$ cat src/rtl/mvm_pkg.sv
// Shared constants and FSM encoding for the mvm_4_1_8_1 job feeder.
// Pure declarations: no latency, no backpressure.
package mvm_pkg;
  localparam int K      = 4;
  localparam int B      = 8;
  localparam int N_MAT  = K * K;
  localparam int N_FULL = K * K + K;
  localparam int CNT_W  = $clog2(N_FULL + 1);

  typedef enum logic [3:0] {
    IDLE,
    FILL,
    LOADM,
    SENDM,
    GAPM,
    LOADV,
    SENDV,
    GAPV,
    START,
    WAITD,
    DRAIN
  } feeder_state_t;
endpackage

$ cat src/rtl/mvm_elem_buf.sv
// One-job element store: single write port, combinational read port, no reset.
// Write lands on the next clk edge; read is same-cycle; never stalls.
import mvm_pkg::*;

module mvm_elem_buf (
  input  logic             clk,
  input  logic             wr_en,
  input  logic [CNT_W-1:0] wr_addr,
  input  logic [B-1:0]     wr_data,
  input  logic [CNT_W-1:0] rd_addr,
  output logic [B-1:0]     rd_data
);
  logic [B-1:0] mem [N_FULL];

  always_ff @(posedge clk) begin
    if (wr_en) mem[wr_addr] <= wr_data;
  end

  assign rd_data = mem[rd_addr];
endmodule

$ cat src/rtl/mvm_feeder.sv
// Buffers one matrix/vector job, replays it gap-free to the multiplier, then waits done + K drain cycles.
// Burst starts 1 cycle after the last beat; in_ready is low from the last beat until job_done.
import mvm_pkg::*;

module mvm_feeder (
  input  logic         clk,
  input  logic         reset,
  input  logic [B-1:0] in_data,
  input  logic         in_valid,
  output logic         in_ready,
  input  logic         keep_matrix,
  output logic [B-1:0] mvm_data,
  output logic         mvm_loadMatrix,
  output logic         mvm_loadVector,
  output logic         mvm_start,
  input  logic         mvm_done,
  output logic         busy,
  output logic         job_done
);
  feeder_state_t    state, nxt_state;
  logic [CNT_W-1:0] cnt, nxt_cnt;
  logic             keep, nxt_keep;
  logic             matrix_valid;
  logic             set_mv;
  logic             accept;
  logic [CNT_W-1:0] n_job;
  logic [CNT_W-1:0] rd_addr;
  logic [B-1:0]     rd_data;

  assign accept = in_valid & in_ready;
  assign n_job  = keep ? CNT_W'(K) : CNT_W'(N_FULL);

  mvm_elem_buf u_buf (
    .clk     (clk),
    .wr_en   (accept),
    .wr_addr (cnt),
    .wr_data (in_data),
    .rd_addr (rd_addr),
    .rd_data (rd_data)
  );

  always_comb begin
    nxt_state = state;
    nxt_cnt   = cnt;
    nxt_keep  = keep;
    set_mv    = 1'b0;
    unique case (state)
      IDLE: begin
        if (accept) begin
          nxt_keep = keep_matrix & matrix_valid;
          nxt_cnt  = CNT_W'(1);
          // A one-element vector-only job is complete with its first beat.
          if (nxt_keep && (K == 1)) begin
            nxt_state = LOADV;
            nxt_cnt   = '0;
          end else begin
            nxt_state = FILL;
          end
        end
      end
      FILL: begin
        if (accept) begin
          nxt_cnt = cnt + CNT_W'(1);
          if (nxt_cnt == n_job) begin
            nxt_state = keep ? LOADV : LOADM;
            nxt_cnt   = '0;
          end
        end
      end
      LOADM: begin
        nxt_state = SENDM;
        nxt_cnt   = '0;
      end
      SENDM: begin
        if (cnt == CNT_W'(N_MAT - 1)) begin
          nxt_state = GAPM;
          nxt_cnt   = '0;
          set_mv    = 1'b1;
        end else begin
          nxt_cnt = cnt + CNT_W'(1);
        end
      end
      GAPM:  nxt_state = LOADV;
      LOADV: begin
        nxt_state = SENDV;
        nxt_cnt   = '0;
      end
      SENDV: begin
        if (cnt == CNT_W'(K - 1)) begin
          nxt_state = GAPV;
          nxt_cnt   = '0;
        end else begin
          nxt_cnt = cnt + CNT_W'(1);
        end
      end
      GAPV:  nxt_state = START;
      START: nxt_state = WAITD;
      WAITD: begin
        if (mvm_done) begin
          nxt_state = DRAIN;
          nxt_cnt   = '0;
        end
      end
      DRAIN: begin
        if (cnt == CNT_W'(K - 1)) begin
          nxt_state = IDLE;
          nxt_cnt   = '0;
        end else begin
          nxt_cnt = cnt + CNT_W'(1);
        end
      end
      default: begin
        nxt_state = IDLE;
        nxt_cnt   = '0;
      end
    endcase
  end

  // Outputs are registered from the next state, so the read address follows the next count.
  always_comb begin
    rd_addr = '0;
    if (nxt_state == SENDM) rd_addr = nxt_cnt;
    else if (nxt_state == SENDV) rd_addr = keep ? nxt_cnt : CNT_W'(N_MAT) + nxt_cnt;
  end

  always_ff @(posedge clk or negedge reset) begin
    if (!reset) begin
      state          <= IDLE;
      cnt            <= '0;
      keep           <= 1'b0;
      matrix_valid   <= 1'b0;
      in_ready       <= 1'b0;
      busy           <= 1'b0;
      mvm_loadMatrix <= 1'b0;
      mvm_loadVector <= 1'b0;
      mvm_start      <= 1'b0;
      mvm_data       <= '0;
      job_done       <= 1'b0;
    end else begin
      state          <= nxt_state;
      cnt            <= nxt_cnt;
      keep           <= nxt_keep;
      if (set_mv) matrix_valid <= 1'b1;
      in_ready       <= (nxt_state == IDLE) || (nxt_state == FILL);
      busy           <= (nxt_state != IDLE);
      mvm_loadMatrix <= (nxt_state == LOADM);
      mvm_loadVector <= (nxt_state == LOADV);
      mvm_start      <= (nxt_state == START);
      mvm_data       <= ((nxt_state == SENDM) || (nxt_state == SENDV)) ? rd_data : '0;
      job_done       <= (state == DRAIN) && (nxt_state == IDLE);
    end
  end
endmodule

$ cat config.mk
export PLATFORM = sky130hd
export DESIGN_NAME = mvm_feeder
export DESIGN_NICKNAME = d
export VERILOG_FILES = /design/src/rtl/mvm_pkg.sv /design/src/rtl/mvm_elem_buf.sv /design/src/rtl/mvm_feeder.sv
export SDC_FILE = /design/constraint.sdc
export NUM_CORES = 1
export LEC_CHECK = 0
export ABC_AREA = 1
export CAP_MARGIN = 25
export CORE_AREA = 5 5 149 151
export DETAILED_ROUTE_END_ITERATION = 16
export DIE_AREA = 0 0 154 156
export PLACE_DENSITY = 0.57
export SYNTH_ARGS = -nofsm -noshare
export SYNTH_HDL_FRONTEND = slang
export SYNTH_SLANG_ARGS = --single-unit
$ cat constraint.sdc
create_clock -name clk -period 3.4 [get_ports clk]
set_input_delay 0.34 -clock clk [delete_from_list [all_inputs] [get_ports clk]]
set_output_delay 0.34 -clock clk [all_outputs]
set_load 0.005 [all_outputs]
==> results of run 1 <==
-- logic make-up (layout without fill, tap and decap cells) --
| group | count (synthesis) | after routing |
|---|---|---|
| AO/OA/AOI/OAI | 66 | 66 |
| adder cells (fa/ha/maj) | 7 | 7 |
| buffers and inverters | 77 | 120 |
| AND/OR/NAND/NOR | 397 | 397 |
| flip-flops | 185 | 185 |
-- what timing repair did --
item / 4_1_cts / 5_1_grt
cloned: 0 / 4
setup buffers: 0 / 5
resized for setup: 2 / 32
setup endpoints to repair: 6 / 8
pin swaps: 0 / 3
-- stage by stage --
step | utilization | setup TNS (ns) | power [mW] | hold WS, ns
floorplan | - | 0 | 4.94 | 0.0444
global placement | 0.415 | 0 | 5.78 | 0.452
detailed placement | 0.416 | -0.0430 | 5.82 | 0.459
CTS | 0.445 | 0 | 7.81 | 0.179
global route | 0.458 | -0.0138 | 8.82 | 0.208
finish | 0.458 | 0 | 8.32 | 0.190
-- state kept, by name (all words and copies together), names as in the netlist, 4 cells and up --
| register | cells |
|---|---|
| u_buf.mem | 160 |
| state | 4 |
| mvm_data | 8 |
| cnt | 5 |
-- per-layer routing --
| layer | vias to the layer above | wire (um) | part of all wire |
|---|---|---|---|
| met5 | - | 0 | 0 |
| met4 | 0 | 556 | 0.027 |
| met3 | 37 | 1210 | 0.060 |
| met2 | 217 | 9360 | 0.46 |
| met1 | 2723 | 9140 | 0.45 |
| li1 | 2608 | - | - |
-- power breakdown --
part / internal [mW] / leakage, nW / switching (mW)
sequential: 2.64 / 1.77 / 0.0859
combinational: 1.22 / 1.54 / 2.40
clock: 1.15 / 0.284 / 0.829
total: 5.01 / 3.59 / 3.32
-- layout by cell type, fill, tap and decap left out, types with 2 or more instances in the layout --
| cell | synthesis | layout |
|---|---|---|
| edfxtp_1 | 160 | 160 |
| nand2_1 | 165 | 157 |
| nand3_1 | 139 | 135 |
| nor2_1 | 69 | 68 |
| inv_1 | 35 | 33 |
| clkdlybuf4s50_1 | 0 | 26 |
| dfrtp_1 | 25 | 25 |
| a21boi_0 | 21 | 21 |
| clkbuf_16 | 0 | 21 |
| a21oi_1 | 18 | 17 |
| o21ai_1 | 10 | 10 |
| buf_4 | 9 | 10 |
| inv_2 | 7 | 8 |
| nand2_2 | 4 | 8 |
| a22o_1 | 7 | 7 |
| nand3_2 | 2 | 6 |
| nand3b_1 | 6 | 6 |
| ha_1 | 7 | 6 |
| nor2_2 | 3 | 4 |
| o21ai_0 | 4 | 4 |
| nor3_1 | 3 | 3 |
| nand2_8 | 0 | 3 |
| clkinv_2 | 1 | 3 |
| bufinv_16 | 0 | 3 |
| buf_12 | 0 | 3 |
| nand4_1 | 2 | 2 |
| o21ai_2 | 2 | 2 |
| nand2_4 | 1 | 2 |
| clkinvlp_4 | 0 | 2 |
| clkbuf_1 | 6 | 2 |
| clkinv_1 | 0 | 2 |
| inv_6 | 0 | 2 |
| buf_16 | 0 | 2 |
-- cell type report --
cell class                 instances  area (sq um)  area share
sequential                       185          5430       0.573
tap                              275           344      0.0363
clock buffer                      19           433      0.0457
inverter                          43           178      0.0187
multi-input combinational        470          2380       0.251
clock inverter                    12           149      0.0157
timing repair buffer              46           566      0.0596
-- synthesized netlist by cell type (2+ instances only) --
| cell | count |
|---|---|
| a21boi_0 | 21 |
| a21oi_1 | 18 |
| a22o_1 | 7 |
| buf_2 | 13 |
| buf_4 | 9 |
| buf_6 | 6 |
| clkbuf_1 | 6 |
| dfrtp_1 | 25 |
| edfxtp_1 | 160 |
| ha_1 | 7 |
| inv_1 | 35 |
| inv_2 | 7 |
| nand2_1 | 165 |
| nand2_2 | 4 |
| nand3_1 | 139 |
| nand3_2 | 2 |
| nand3b_1 | 6 |
| nand4_1 | 2 |
| nor2_1 | 69 |
| nor2_2 | 3 |
| nor3_1 | 3 |
| o21ai_0 | 4 |
| o21ai_1 | 10 |
| o21ai_2 | 2 |
-- worst max-delay path by stage --
stage                        endpoint  cells after the start  slack [ns]
after floorplan           mvm_data[7]                     21        0.61
after global placement    mvm_data[1]                     20       0.005
after detailed placement  mvm_data[1]                     19       -0.04
after CTS                 mvm_data[4]                     20       0.003
after global routing      mvm_data[3]                     20       -0.01
final                     mvm_data[2]                     20        0.19
==> metrics.cfg, run 1 <==
[floorplan]
die_w_um = 154
die_area_sq_mm = 0.0240
die_h_um = 156
core_area_sq_mm = 0.0207
rows = 53
start_util = 0.391
pin_count = 27

[synth]
ys_seq_elements = 185
synthFlopType = edfxtp_1
yosys.area.top_type = edfxtp_1
synth_top_family_by_area = simple AND/OR/NAND/NOR gates
synth_compound_area_frac = 0.0529
syn_inst = 732
synth-simple-area-share = 0.217
synthAdderAreaFrac = 0.0108
yosys.area.top_type_share = 0.594
yosysUniqueCellTypes = 33
syn-cell-area_sq_mm = 0.00809
ys_warn_count = 0
synth_fp_nets = 752
synth_async_sr_flop_share = 0.135
syn_area_per_cell_sq_um = 11.0
synthTopCellsByArea = edfxtp_1 59%, nand3_1 8.6%, dfrtp_1 7.7%
seq_area_frac_synth = 0.672
synth-xor-area-share = 0
synth_enable_flop_cells = 160
synthMuxAreaShare = 0

[run_status]
status = completed

[finish]
final_cell_area_sq_mm = 0.00948
finalNonFillerCells = 1050
nFillCells = 1933
area_growth_syn_to_layout_pct = 17.3
diodes = 0
fin_nets = 783
drive_above_1_share = 0.114

[global_routing]
grtUsageMet2 = 0.259
top_usage_layer = met2
grt_use_met1 = 0.232
antenna_found_initial = 0
grt_pass1_wl_mm = 30.8
met3_usage = 0.0333
grt_use_total = 0.166
grt_pass1_vias = 5458
overflow = 0
grt_start_max_net_pins = 86

[clock_network]
htreeDepth = 4
clkTransAtPathRegs_ns = 0.06
hold_buffers = 0
clock_path_buffers = 2
cts-root-buf = clkbuf_16
cts_tree = yes
cts.sinks = 185
cts_made_buffers = 17
clock_latency_ns = 0.43

[worst_setup_path]
crit_required_ns = 3.71
start_kind = flop
cp_slowest_stage_delay_ns = 0.43
crit_start = cnt[1]
r2r_start = cnt[1]
worstPathMaxFanout = 32
path_common_cell = nand2_1
timing.rr.end = mvm_data[2]
path_cells = ha_2, nand2_1, nor2_2, ha_1, inv_1, nand2_1, nand2_1, nor2_4, nand4_4, o21ai_2, nand3_2, nand2_8, nand2_4, buf_12, nor2_1, nand2_1, nand3_1, nand3_1, nand2_2, a21oi_1
critical_path_class = reg2reg
end_kind = flop
crit_buf_inv = 2
reg2reg_slack_ns = 0.19
r2r_cells = 20
arrival_ns = 3.52
critPathTopFamily = simple AND/OR/NAND/NOR gates
slowest_stage = dfrtp_1

[timing]
setup_slack_ns = 0.193
worstMarginPinSlew_ns = 1.04
finalHoldViolations = 0
period_needed_ns = 3.21
max_slew_margin = 0.302
period_share = 0.943
finalSetupViolations = 0
max_freq_ghz = 0.312
final_max_slew_viol_count = 0
finalClockSkew_ns = 0.00709

[drt]
drtAntennaViolNets = 0
viasPerCell = 5.32
avgRoutedWirePerCell_um = 19.3
drt_first_pass_iters = 5
drc_errors = 0
wirelength_mm = 20.3
drt_iter0_drc = 428
vias = 5585

[place]
placedCellCount = 1010
dpl-instance-area_sq_mm = 0.00861
hpwl_mm = 12.5
portBuffers = 26
post-place-ws_ns = -0.0383
gp_congestion = 0.877

[job]
cap_violations = 0

[power_and_ir_drop]
leakagePower_nw = 3.59
irDropWorstVdd_mv = 0.505
powerDensity_mw_per_mm2 = 878

[hold_path]
min_path_type = in2async

No activity file was read; power rests on OpenSTA's default activity.
==> inputs of run 2 (changes only) <==
--- a/config.mk
+++ b/config.mk
@@ -11,6 +11,7 @@
 export DETAILED_ROUTE_END_ITERATION = 16
 export DIE_AREA = 0 0 154 156
 export PLACE_DENSITY = 0.57
+export RECOVER_POWER = 25
 export SYNTH_ARGS = -nofsm -noshare
 export SYNTH_HDL_FRONTEND = slang
 export SYNTH_SLANG_ARGS = --single-unit
==> metrics.cfg, run 2 (same netlist as run 1, synthesis figures left out) <==
[drt]
drc_errors = 0
vias = 5580
drt_iter0_drc = 441
avgRoutedWirePerCell_um = 19.3
drt_first_pass_iters = 5
drtAntennaViolNets = 0
wirelength_mm = 20.3
viasPerCell = 5.31

[finish]
finalNonFillerCells = 1050
largest_reg_flops = 160
final_cell_area_sq_mm = 0.00945
nFillCells = 1938
top_register = u_buf.mem
area_growth_syn_to_layout_pct = 16.9
layout_common_cells = 160 x edfxtp_1, 157 x nand2_1, 135 x nand3_1
fin_nets = 783
regArea_sq_mm = 0.00543
multi_input_area_sq_mm = 0.00238
reg_top3 = u_buf.mem x160, mvm_data x8, cnt x5
drive_above_1_share = 0.111
final_common_cell = edfxtp_1
diodes = 0

[worst_setup_path]
end_kind = flop
arrival_ns = 3.53
critical_path_class = reg2reg
crit_required_ns = 3.72
timing.rr.end = mvm_data[2]
r2r_start = cnt[1]
worstPathMaxFanout = 32
start_kind = flop
reg2reg_slack_ns = 0.19
r2r_cells = 20

[floorplan]
pin_count = 27
start_util = 0.391
die_area_sq_mm = 0.0240
die_h_um = 156
rows = 53
core_area_sq_mm = 0.0207
die_w_um = 154

[clock_network]
clock_path_buffers = 2
clkTransAtPathRegs_ns = 0.06
clock_latency_ns = 0.43
htreeDepth = 4
cts_made_buffers = 17
cts-root-buf = clkbuf_16
cts_tree = yes
cts.sinks = 185

[power_and_ir_drop]
powerDensity_mw_per_mm2 = 879
clockPowerShare = 0.239
p_int_mw = 5.00
comb_power_share = 0.434
p_sw_mw = 3.31
leakagePower_nw = 3.58
swShare = 0.398
irDropWorstVdd_mv = 0.506
power_frac_seq = 0.327

[timing]
finalSetupViolations = 0
worstMarginPinSlew_ns = 1.18
setup_slack_ns = 0.190
final_max_slew_viol_count = 0
max_slew_margin = 0.213
setup_tns_ns = 0
finalHoldViolations = 0
period_needed_ns = 3.21
max_freq_ghz = 0.312
whs_ns = 0.210
period_share = 0.944
finalClockSkew_ns = 0.00770

[place]
hpwl_mm = 12.5
portBuffers = 26
dpl-instance-area_sq_mm = 0.00861
post-place-ws_ns = -0.0383
placedCellCount = 1010
gp_congestion = 0.877

[global_routing]
antenna_found_initial = 0
overflow = 0
grt_pass1_wl_mm = 30.8
grt_use_total = 0.166
grt_start_max_net_pins = 86
grt_pass1_vias = 5458

[hold_path]
min_path_type = in2async

[run_status]
status = completed

[job]
cap_violations = 0

run 2: cell types whose count changed in the layout (fill, tap and decap cells not counted), sizes merged:
cell,delta
buf,-1
clkbuf,+1
clkdlybuf4s50,-6
dlygate4sd3,+6
run 2: how the worst max path moves through the flow:
stage | from | depth (start not counted) | to
final | cnt[1] | 20 | mvm_data[2]
after detailed placement | cnt[1] | 19 | mvm_data[1]
after global placement | cnt[1] | 20 | mvm_data[1]
after global routing | cnt[1] | 20 | mvm_data[3]
after CTS | cnt[1] | 20 | mvm_data[4]
after floorplan | cnt[0] | 21 | mvm_data[7]
run 2: metrics by stage:
step / power [mW] / utilization
3_5_place_dp: 5.82 / 0.416
4_1_cts: 7.81 / 0.445
2_1_floorplan: 4.94 / -
5_1_grt: 8.81 / 0.457
3_3_place_gp: 5.78 / 0.415
6_report: 8.31 / 0.457
run 2: area by class of cell:
class / count / share of cell area
clock inverter: 12 / 0.0158
inverter: 43 / 0.0188
sequential: 185 / 0.574
clock buffer: 19 / 0.0458
multi-input combinational: 470 / 0.251
tap: 275 / 0.0364
timing repair buffer: 46 / 0.0573
run 2: routing by layer:
layer  up-vias  track usage  part of all wire
met5         -            0                 0
met4         0       0.0627             0.027
met1      2733        0.232              0.45
li1       2610            -                 -
met2       205        0.259              0.46
met3        32       0.0333             0.057
run 2: critical path: stages (launching register included):
cell     delay, ns
dfrtp_1       0.43
ha_2          0.22
nand2_1       0.13
nor2_2        0.05
ha_1          0.31
inv_1         0.05
nand2_1       0.05
nand2_1       0.08
nor2_4        0.15
nand4_4       0.13
o21ai_2       0.23
nand3_2       0.15
nand2_8       0.16
nand2_4       0.09
buf_12        0.18
nor2_1        0.11
nand2_1       0.06
nand3_1       0.12
nand3_1       0.17
nand2_2       0.14
a21oi_1       0.06
run 2: power by group through the flow:
| stage | logic, mW | registers [mW] | clock network, mW |
|---|---|---|---|
| after global placement | 3.02 | 2.77 | 0 |
| after floorplan | 2.18 | 2.76 | 0 |
| final | 3.61 | 2.72 | 1.98 |
| after CTS | 3.08 | 2.72 | 2.02 |
| after global routing | 3.96 | 2.74 | 2.12 |
| after detailed placement | 3.05 | 2.77 | 0 |
run 2: repair_timing:
| item | in CTS | in global routing |
|---|---|---|
| hold buffers | 0 | 0 |
| resized for setup | 2 | 32 |
| gates cloned | 0 | 4 |
| pin swaps | 0 | 3 |
| setup buffers | 0 | 5 |
| setup endpoints to repair | 6 | 8 |
==> RTL edit 1 (flow settings as in run 1) <==
Re-encode `feeder_state_t` (11 states) as Gray code, 4 bits wide.
--- a/src/rtl/mvm_pkg.sv
+++ b/src/rtl/mvm_pkg.sv
@@ -9,15 +9,15 @@
 
   typedef enum logic [3:0] {
-    IDLE,
-    FILL,
-    LOADM,
-    SENDM,
-    GAPM,
-    LOADV,
-    SENDV,
-    GAPV,
-    START,
-    WAITD,
-    DRAIN
+    IDLE  = 4'b0000,
+    FILL  = 4'b0001,
+    LOADM = 4'b0011,
+    SENDM = 4'b0010,
+    GAPM  = 4'b0110,
+    LOADV = 4'b0111,
+    SENDV = 4'b0101,
+    GAPV  = 4'b0100,
+    START = 4'b1100,
+    WAITD = 4'b1101,
+    DRAIN = 4'b1111
   } feeder_state_t;
 endpackage
Behaviour: same outputs for any inputs over 10 cycles, from zero or initial values and one cycle with reset low; not proved beyond that.
==> RTL edit 1 against run 1 <==
Worst setup slack gained 0.0015 ns. Maximum frequency about the same. Wire length increased by 2.5%. Synthesized area up 0.87%. Sequential cell count is the same. Total power is 17% lower. Count of clock-buffer cells in the layout is 1 higher. Synthesized cell count increased by 1.8%. Sequential share of layout area increased by 0.34 points. Final area is 0.57% lower. Critical path type unchanged.
==> RTL edit 1: results <==
[timing]
maxSlewHeadroom_pct = 33.1
skew_ns = 0.00792

[worst_setup_path]
slowest_stage = dfrtp_2
crit_path_max_fanout = 27

[synthesis]
synth.area.top_cells = edfxtp_1, nand3_1, nand2_1
syn-num-nets = 765
synth_common_cells = nand2_1, edfxtp_1, nand3_1, nor2_1, inv_1
synthCells = 745
ys_types = 32
synth_edf_count = 160
seq_area_frac_synth_pct = 66.6

[clock_tree]
clockBufferDepth = 2
cts_made_buffers = 17

[status]
status = finished clean

[placement]
hpwl_um = 12800
dp.cells = 1022
portBuffers = 26
place_area_um2 = 8650

[grt]
track_usage_pct = 17.2
grt_max_degree = 63
grt_pass1_wl_um = 31300
first_global_vias = 5340

[routing]
routed_wl_um = 20800
avgViaCountPerCell = 5.25
drt_first_iter_violations = 505
drt-wirelength-per-cell_um = 19.5

[final_layout]
filler_cell_count = 1917
reg.largest.list = u_buf.mem (160), mvm_data (8), cnt (5)
layout-drive-gt1-share_pct = 11.7
fin_nets = 795

[power_and_ir_drop]
leakage_nw = 3.62
ir_drop_mv = 0.518
==> RTL edit 1: cell families (layout without fill, tap and decap cells) <==
family / count (synthesis) / after routing / synth area share [%]
AND/OR/NAND/NOR: 411 / 411 / 22.2
adder cells (fa/ha/maj): 7 / 7 / 1.07
AO/OA/AOI/OAI: 63 / 63 / 5.26
flip-flops: 185 / 185 / 66.6
buffers and inverters: 79 / 122 / 4.89
==> RTL edit 1: final cells by class <==
cell class	instances	area, um^2	share of cell area [%]
Sequential cell	185	5430	57.6
Multi-Input combinational cell	481	2370	25.1
Timing Repair Buffer	46	508	5.39
Clock buffer	20	457	4.84
Tap cell	275	344	3.65
Inverter	44	178	1.88
Clock inverter	12	141	1.50
==> RTL edit 1: through the flow <==
stage / utilization (%) / power (W) / worst slack, ns
6_report: 45.6 / 0.00687 / 0.195
3_5_place_dp: 41.8 / 0.00478 / -0.122
3_3_place_gp: 41.8 / 0.00475 / -0.0820
2_1_floorplan: - / 0.00415 / 0.715
4_1_cts: 44.8 / 0.00676 / 0.00492
5_1_grt: 45.6 / 0.00722 / -0.00418
==> RTL edit 1: worst reg2reg max path: stages, from the launching register on <==
cell and delay, ns:
dfrtp_2 0.43, ha_2 0.20, nand2_1 0.13, nor2_2 0.06, ha_1 0.32, inv_1 0.05
nand2_1 0.05, nand2_1 0.06, nor2_2 0.15, nand3_1 0.11, nand2_2 0.12, nand3_2 0.11
o21bai_4 0.21, buf_4 0.19, nand2_4 0.10, buf_12 0.19, nand2_1 0.07, nand3_1 0.10
nand3_1 0.15, nand3_1 0.09, nand2_1 0.12, a21oi_1 0.09
==> RTL edit 1: report_power, final <==
| group | internal (W) | switching [W] |
|---|---|---|
| logic | 0.000646 | 0.00146 |
| clock network | 0.00113 | 0.000859 |
| registers | 0.00267 | 0.000105 |
==> RTL edit 1: path summary, 6_finish.rpt <==
path / from / end / slack [ns] / cells after the start
setup reg to reg: cnt[1] / mvm_data[5] / 0.19 / 21
hold reg to reg: matrix_valid / matrix_valid / 0.49 / 2
min in group clk: matrix_valid / matrix_valid / 0.49 / 2
setup / recovery: cnt[1] / mvm_data[5] / 0.19 / 21
hold / removal: reset / mvm_start / 0.28 / 2
max in group asynchronous: reset / cnt[1] / 2.84 / 2
==> RTL edit 1: repair_timing <==
item                                    4_1_cts  5_1_grt
cloned                                        0        3
resized for setup                             1       16
buffers inserted                              2        4
endpoints found under the setup margin        4        8
pin swaps                                     1        3
==> RTL edit 1: routing by layer <==
| layer | global-route usage, % | vias up | share of wire [%] |
|---|---|---|---|
| li1 | - | 2636 | - |
| met4 | 6.81 | 0 | 2.6 |
| met2 | 26.9 | 212 | 47 |
| met1 | 23.6 | 2700 | 45 |
| met3 | 3.47 | 33 | 6.4 |
| met5 | 0 | - | 0 |
==> RTL edit 2 (flow settings as in run 1) <==
Without the edit above. The package constant `B` goes from 8 to 16.
--- a/src/rtl/mvm_pkg.sv
+++ b/src/rtl/mvm_pkg.sv
@@ -3,5 +3,5 @@
 package mvm_pkg;
   localparam int K      = 4;
-  localparam int B      = 8;
+  localparam int B      = 16;
   localparam int N_MAT  = K * K;
   localparam int N_FULL = K * K + K;
Interface: changed (resized in_data and mvm_data); port bits go from 27 to 43. The function was not compared with the original's and may differ.
==> RTL edit 2 against run 1 <==
Core utilization increased by 38 points. Synthesized area increased by 83%. Worst setup slack got worse by 0.12 ns. Cell count increased by 57%. Clock power increased by 91%. Total power increased by 83%. First-iteration DRC count increased to 3.6 times the old value. Count of clock-buffer cells in the layout increased by 30. Wire length increased by 100%. Final area increased by 83%. Sequential cell count increased by 168. Clock skew increased by 0.012 ns. Die area unchanged.
==> RTL edit 2: results <==
[status]
status = finished clean

[placement]
place_area_um2 = 15700
dp.cells = 1564
place_congestion = 0.856
hpwl_um = 21600
portBuffers = 42
dp_slack_ns = -0.0230

[synthesis]
async_flop_share_pct = 9.35
synthCells = 1265
synth_edf_count = 320
synth_common_cells = edfxtp_1, nand2_1, nand3_1, nor2_1, inv_1
seq_area_frac_synth_pct = 70.7
synth-warning-count = 0
ys_types = 32
synth.area.top_cells = edfxtp_1, nand3_1, nand2_1
synth_top_area_share_pct = 65.1
syn-num-nets = 1293

[routing]
routed-via-count = 10700
drt_first_iter_violations = 1524
routed_wl_um = 40700
drt-wirelength-per-cell_um = 24.7
drtPass1Iterations = 8

[clock_tree]
clockBufferDepth = 3
cts_made_buffers = 36
clkLatencyLatePin_ns = 0.52
htree_levels = 2

[worst_setup_path]
r2r_slack_ns = 0.07
slowest_delay_ns = 0.38
r2r_start = cnt[0]
r2r_cells = 22
arrival_ns = 3.72
crit_path_max_fanout = 16
worst_r2r_endpoint = mvm_data[2]

[timing]
worst-slew-pin-transition_ns = 0.908
skew_ns = 0.0193
holdWs_ns = 0.244

[grt]
track_usage_pct = 31.3
antenna_found_initial = 1
met2_usage_pct = 50.4
global_route.usage.met3_pct = 5.55
grt_pass1_wl_um = 57400
met1_usage_pct = 44.6
grt_max_degree = 91
first_global_vias = 9942

[power_and_ir_drop]
ir_drop_mv = 0.684
power.internal_w = 0.00932
leakage_nw = 6.60

[final_layout]
n_antenna_cell = 0
fin_nets = 1375
reg.largest.list = u_buf.mem (320), mvm_data (16), cnt (5)
filler_cell_count = 1109
layout-drive-gt1-share_pct = 12.2
## RTL edit 2: cell count changes in the layout (fill, tap and decap cells not counted), sizes merged, moves of 8 or more
| cell | run 1 | this run |
|---|---|---|
| nand3 | 141 | 284 |
| clkdlybuf4s50 | 26 | 42 |
| nand2 | 170 | 296 |
| o21ai | 16 | 25 |
| a21oi | 19 | 35 |
| a22o | 7 | 15 |
| dfrtp | 25 | 33 |
| inv | 44 | 52 |
| buf | 16 | 66 |
| edfxtp | 160 | 320 |
| a21boi | 21 | 30 |
| clkbuf | 23 | 57 |
## RTL edit 2: critical path, delay by kind of cell (launching register included)
family	cells	cell delay (ns)
flip-flops	1	0.38
AO/OA/AOI/OAI	1	0.09
adder cells (fa/ha/maj)	2	0.48
buffers and inverters	4	0.43
AND/OR/NAND/NOR	15	1.80
## RTL edit 2: per-layer routing
layer	share of wire (%)	up-vias
met5	0.020	-
met4	2.8	2
met3	12	103
met2	49	870
met1	36	5104
li1	-	4646
## RTL edit 2: final cells by class
class	instances	area, um^2	area share (%)
Clock inverter	14	128	0.736
Inverter	54	219	1.26
Multi-Input combinational cell	786	3880	22.4
Timing Repair Buffer	116	1320	7.64
Clock buffer	49	1000	5.78
Sequential cell	353	10400	60.2
Tap cell	275	344	1.99
## RTL edit 2: repair_timing
item,CTS,global route
pin swaps,0,9
resized for setup,2,46
gates cloned,0,10
buffers inserted,0,10
setup endpoints to repair,3,16
## RTL edit 2: cells by family (layout without fill, tap and decap cells)
kind of cell             Yosys count  in the layout  share of synthesized area, %
XOR/XNOR                           1              1                         0.110
flip-flops                       353            353                          70.7
AND/OR/NAND/NOR                  666            668                          19.9
buffers and inverters            128            233                          4.07
AO/OA/AOI/OAI                    110            110                          4.71
adder cells (fa/ha/maj)            7              7                         0.593
## RTL edit 2: worst max-delay path by stage
stage                      start           end  slack [ns]  depth (start not counted)
final                     cnt[0]   mvm_data[2]        0.07                         22
after global routing      cnt[0]   mvm_data[2]       -0.13                         20
after CTS                 cnt[0]  mvm_data[15]        0.01                         21
after detailed placement  cnt[0]  mvm_data[15]       -0.02                         21
after global placement    cnt[0]   mvm_data[8]        0.11                         21
after floorplan           cnt[0]  mvm_data[10]        0.55                         21
## RTL edit 2: power by group through the flow
| stage | clock, W | sequential (W) | combinational [W] |
|---|---|---|---|
| 3_3_place_gp | 0 | 0.00518 | 0.00517 |
| 3_5_place_dp | 0 | 0.00518 | 0.00527 |
| 2_1_floorplan | 0 | 0.00517 | 0.00362 |
| 5_1_grt | 0.00402 | 0.00511 | 0.00679 |
| 4_1_cts | 0.00379 | 0.00509 | 0.00536 |
| 6_report | 0.00379 | 0.00509 | 0.00639 |
